File: config.mk
export PLATFORM = sky130hd
export DESIGN_NAME = cordic_seq
export DESIGN_NICKNAME = d
export VERILOG_FILES = /design/src/rtl/cordic_seq.sv
export SDC_FILE = /design/constraint.sdc
export NUM_CORES = 1
export LEC_CHECK = 0
export ABC_AREA = 1
export BUFFER_PORTS_ARGS = -buffer_cell sky130_fd_sc_hd__clkbuf_2
export CAP_MARGIN = 10
export CELL_PAD_IN_SITES_DETAIL_PLACEMENT = 0
export CELL_PAD_IN_SITES_GLOBAL_PLACEMENT = 1
export CORE_AREA = 2 2 39 41
export CTS_CLUSTER_SIZE = 24
export DETAILED_ROUTE_END_ITERATION = 6
export DIE_AREA = 0 0 41 43
export PLACE_DENSITY = 0.62
export SLEW_MARGIN = 25
export SYNTH_ARGS = -nofsm -noshare
export SYNTH_HDL_FRONTEND = slang
export SYNTH_SLANG_ARGS = --single-unit
File: constraint.sdc
create_clock -name clk -period 2.3 [get_ports clk]
set_input_delay 0.115 -clock clk [delete_from_list [all_inputs] [get_ports clk]]
set_output_delay 0.115 -clock clk [all_outputs]
set_load 0.01 [all_outputs]
File: src/rtl/cordic_seq.sv
// cordic_seq: CORDIC iteration sequencer (IDLE -> LOAD -> RUN -> HOLD), one rotation per request.
//   Ports: clk, rst (sync, active-high); start (request, IDLE only); busy (LOAD/RUN/HOLD);
//   ld (operand-load strobe, LOAD); step_en (iteration enable, RUN); iter (shift / atan-ROM address);
//   dout_valid (result ready, HOLD); dout_ack (consumer accept, HOLD only);
//   abort (cancel request, present only when CORDIC_SEQ_ABORT_EN is defined).
module cordic_seq #(
  parameter int ITERS = 13,
  parameter int IDX_W = 4
) (
  input  logic             clk,
  input  logic             rst,
  input  logic             start,
  output logic             busy,
  output logic             ld,
  output logic             step_en,
  output logic [IDX_W-1:0] iter,
  output logic             dout_valid,
`ifdef CORDIC_SEQ_ABORT_EN
  input  logic             abort,
`endif
  input  logic             dout_ack
);
  typedef enum logic [1:0] {IDLE, LOAD, RUN, HOLD} state_t;
  localparam logic [IDX_W-1:0] LAST = IDX_W'(ITERS - 1);
  state_t           state_q, state_d;
  logic [IDX_W-1:0] iter_q, iter_d;
  always_ff @(posedge clk) begin
    if (rst) begin
      state_q <= IDLE;
      iter_q  <= '0;
    end else begin
      state_q <= state_d;
      iter_q  <= iter_d;
    end
  end
  // iter only advances in RUN and is cleared on leaving it, so it reads 0 everywhere else
  always_comb begin
    state_d = state_q;
    iter_d  = iter_q;
    case (state_q)
      IDLE: state_d = start ? LOAD : IDLE;
      LOAD: state_d = RUN;
      RUN: begin
        state_d = (iter_q == LAST) ? HOLD : RUN;
        iter_d  = (iter_q == LAST) ? '0 : iter_q + 1'b1;
      end
      HOLD: state_d = dout_ack ? IDLE : HOLD;
      default: state_d = IDLE;
    endcase
`ifdef CORDIC_SEQ_ABORT_EN
    // abort wins over everything, including start in IDLE and dout_ack in HOLD
    if (abort) begin
      state_d = IDLE;
      iter_d  = '0;
    end
`endif
  end
  always_comb begin
    busy       = state_q != IDLE;
    ld         = state_q == LOAD;
    step_en    = state_q == RUN;
    dout_valid = state_q == HOLD;
    iter       = iter_q;
  end
endmodule
After elaboration in Yosys (flattened, before gate mapping)
Index checks and enable logic that the tools add are counted.
{ "classes": {"n_addsub": 1, "multipliers": 0, "div": 0, "n_lt_le_gt_ge": 0, "eq_ne": 4, "shifts": 0, "mux": 5, "n_bitwise": 0, "reduce_logical": 2} }
{ "op_table": {"columns": ["cell", "n"], "rows": [
  ["$pmux W2 S4", 1],
  ["$add A4 B1 Y4 const B", 1],
  ["$eq A2 B2 Y1 const B", 2],
  ["$eq A4 B4 Y1 const B", 1],
  ["$mux W4", 1],
  ["$eq A2 B1 Y1 const B", 1],
  ["$logic_not A2 Y1", 1],
  ["$mux W1", 2],
  ["$mux W2", 1],
  ["$reduce_bool A2 Y1", 1]
]} }
{ "totals": {"register_bits": 6, "latchBits": 0, "mem_bits_rw": 0, "mem_bits_ro": 0, "output_inout_bits": 8, "elab_cells": 14, "n_memories": 0} }

Longest topological paths before layout
{ "depth": {"depth_word": 3, "mapped_depth": 8, "mapped_depth_nobuf": 8} }

Least setup slack after synthesis
Ideal clock, no wire load.
{ "synth_timing": {"path_type": "register to register", "startpoint": "register iter_q[0], in the netlist iter[0]", "endpoint": "register iter_q[3], in the netlist iter[3]", "setup_time_ps": 64, "arrival_ps": 995, "setup_slack_ps": 1241, "path_stages_with_launch": 8, "cell_sequence": "dfxtp_1 inv_1 ha_1 nand3_1 nor2_2 nor2_2 nand2_1 nor2_1"} }
{ "synth_via": {"elab_chain_len": 2, "word_cells_on_any_way": 3} }
{ "synth_rtl": {"columns": ["item", "line_no", "rtl"], "rows": [
  ["from (decl)", "26", "logic [IDX_W-1:0] iter_q, iter_d;"],
  ["from (signal assigned)", "33", "iter_q <= iter_d;"],
  ["$add A4 B1 Y4 or $eq A4 B4 Y1 (tied branches)", "45", "iter_d = (iter_q == LAST) ? '0 : iter_q + 1'b1;"],
  ["$mux W4 *", "45", null]
]} }
Mark *: on every way between the ends. The rest lies on a longest branch, timed or not.
A chain may end at the register's enable or synchronous reset.

Worst setup path in the final report
Same ends and word-level chain as after synthesis.

==> out/results.tsv <==
metric	value	unit
Tot GR Track Use	8.93	%
CP Max Fanout	4	
Final GP Congestion	0.626	
Synth Area in Simple Gates	33.9	%
mux cell area share after synthesis	0	%
Critical Path Sink Type	register	
power share of the clock group	38.4	%
layout cell share with drive strength beyond 1	30.5	%
synthesized area per cell	6.81	sq um
critical path arrival	1.26	ns
Gate Count Post-Synth	45	
Pre-antenna DRT Iters	2	
critical path cell sequence	inv_1 > ha_1 > nand3_1 > nor2_2 > nor2_2 > nand2_1 > nor2_1	
Vias/cell	4.03	
Max-Cap Viols	0	
Initial Util	22.2	%
CTS Buffer Depth	2	
CP most frequent cell	nor2_2	
routed wire length	613	microns
P_int	184	uW
Synth Area in Compound Gates	8.98	%
Worst-path clk slew	0.05	ns
endpoints failing hold	0	
P&R area growth vs syn	31.8	%
Root Buffer	clkbuf_4	
hold_buf cts	0	
CP max-delay cell	dfxtp_1	
Seq cells post-synth	6	
vias in the first global route	252	
DR iter-0 viols	3	
synthesized area	307	sq um
nets	67	
wire length of the first global-routing pass	979	microns
clk_skew	0.00327	ns
Leak	0.217	nW
Synth Area in XOR/XNOR	0	%
outcome	completed	
Distinct cells, synth	13	
post_cts resized	0	
CP required	2.48	ns
floorplan row count	14	
WL per Instance	8.17	microns
Max stage delay on crit path	0.37	ns
hold crit path type	input pin to register	
Crit Path Category	register to register	
# fillers	170	
Worst-Margin Slew	0.179	ns
Comb power frac	14.9	%
diode count	0	
drc violations	0	
Synthesis Warnings	0	
RSZ-0062 raised after global routing	no	
fin crit period	1.08	ns
Slew Viols, Final	0	
antenna-violating nets left	0	
final core occ	29.2	%
Syn Nets	51	
Post-Synth Adder-Cell Area	8.16	%
nature of the critical path startpoint	register	
Post-CTS Setup Bufs	0	
Skew-Pair Late Insertion Delay	0.24	ns
post-route setup TNS	0	ns
Seq/Total Area, Yosys	39.2	%
PwrDens	614	nW/um^2
CTS Buf Count	3	
Die Height	43	microns
initial antenna violation count	0	
Max Clock Freq	0.926	GHz
Max H-tree Level	1	
die footprint	1760	sq um
most frequent cells in the layout	nand2_1, clkbuf_2, inv_1, nor2_1, dfxtp_1	
worst vdd ir	179	uV
clock tree from TritonCTS	yes	
CTS sink cnt	6	
DPL Wire Length	499	microns
IO buf count	11	
Final setup viols	0	
total congestion overflow	0	
register share of total power	46.7	%
vias post-DR	302	
switching share of power	25.9	%
chip width	41	microns
largest net degree at the start of global routing	6	
I/O Pins	12	
switching power	64.3	uW
Slew Limit Headroom	88.0	%
Tcrit/Tclk final	47.0	%
largest family of logic cells by synthesized area	simple AND/OR/NAND/NOR gates	
CORE AREA	1380	sq um
power by group through the flow:
stage | combinational [mW] | clock, mW | sequential [mW]
floorplan | 0.0221 | 0 | 0.118
global placement | 0.0383 | 0 | 0.118
detailed placement | 0.0376 | 0 | 0.118
CTS | 0.0379 | 0.101 | 0.116
global route | 0.0441 | 0.109 | 0.117
finish | 0.0370 | 0.0953 | 0.116
per-layer routing:
| layer | up-vias | part of all wire, % | global-route usage [%] |
|---|---|---|---|
| li1 | 169 | - | - |
| met4 | 0 | 2.0 | 8.00 |
| met1 | 120 | 50 | 10.6 |
| met3 | 2 | 6.7 | 4.71 |
| met5 | - | 0 | 0 |
| met2 | 11 | 42 | 10.9 |
sequential cells by signal, summed over array words and instances (netlist names):
| name | count |
|---|---|
| iter | 4 |
| state_q | 2 |
area by class of cell:
class,instances,area (sq um),area share (%)
clock buffer,3,22.5,5.57
inverter,8,30.0,7.43
multi-input combinational,31,156,38.7
sequential,6,120,29.7
tap,16,20.0,4.95
timing repair buffer,11,55.1,13.6
synthesized netlist by cell type:
| master | count | area share [%] |
|---|---|---|
| inv_1 | 7 | 8.6 |
| dfxtp_1 | 6 | 39 |
| a211oi_1 | 1 | 2.4 |
| nand2_1 | 11 | 13 |
| nor2_1 | 7 | 8.6 |
| nand2_2 | 1 | 2.0 |
| o21ai_0 | 2 | 3.3 |
| nand3b_1 | 1 | 2.4 |
| nor2_2 | 2 | 4.1 |
| inv_2 | 1 | 1.2 |
| nand3_1 | 2 | 3.3 |
| a21oi_1 | 2 | 3.3 |
| ha_1 | 2 | 8.2 |
kinds of logic (layout without fill, tap and decap cells):
family                   after synthesis  count (layout)
AO/OA/AOI/OAI                          5               5
adder cells (fa/ha/maj)                2               2
buffers and inverters                  8              22
flip-flops                             6               6
AND/OR/NAND/NOR                       24              24
worst max-delay path, delay by kind of cell (launching register included):
family / cells / cell delay (ns)
AND/OR/NAND/NOR: 5 / 0.39
adder cells (fa/ha/maj): 1 / 0.19
flip-flops: 1 / 0.37
buffers and inverters: 1 / 0.08
worst paths after layout:
kind | end | slack (ns) | cells past startpoint | start
setup / recovery | iter[3]$_SDFFE_PP0P_ | 1.22 | 7 | iter[0]$_SDFFE_PP0P_
hold / removal | state_q[1]$_SDFF_PP0_ | 0.07 | 2 | dout_ack
setup reg to reg | iter[3]$_SDFFE_PP0P_ | 1.22 | 7 | iter[0]$_SDFFE_PP0P_
hold reg to reg | iter[3]$_SDFFE_PP0P_ | 0.52 | 2 | iter[3]$_SDFFE_PP0P_
stage by stage:
stage | setup slack (ns) | hold slack, ns | cell area (sq um) | power (mW) | std cells
after global routing | 1.05 | 0.0663 | 404 | 0.270 | 75
after detailed placement | 1.22 | 0.325 | 382 | 0.156 | 72
final | 1.22 | 0.0707 | 404 | 0.248 | 75
after global placement | 1.21 | 0.326 | 382 | 0.156 | 72
after CTS | 1.20 | 0.0655 | 404 | 0.255 | 75
after floorplan | 1.24 | 0.187 | 307 | 0.140 | 45
(Power assumes the default switching activity.)
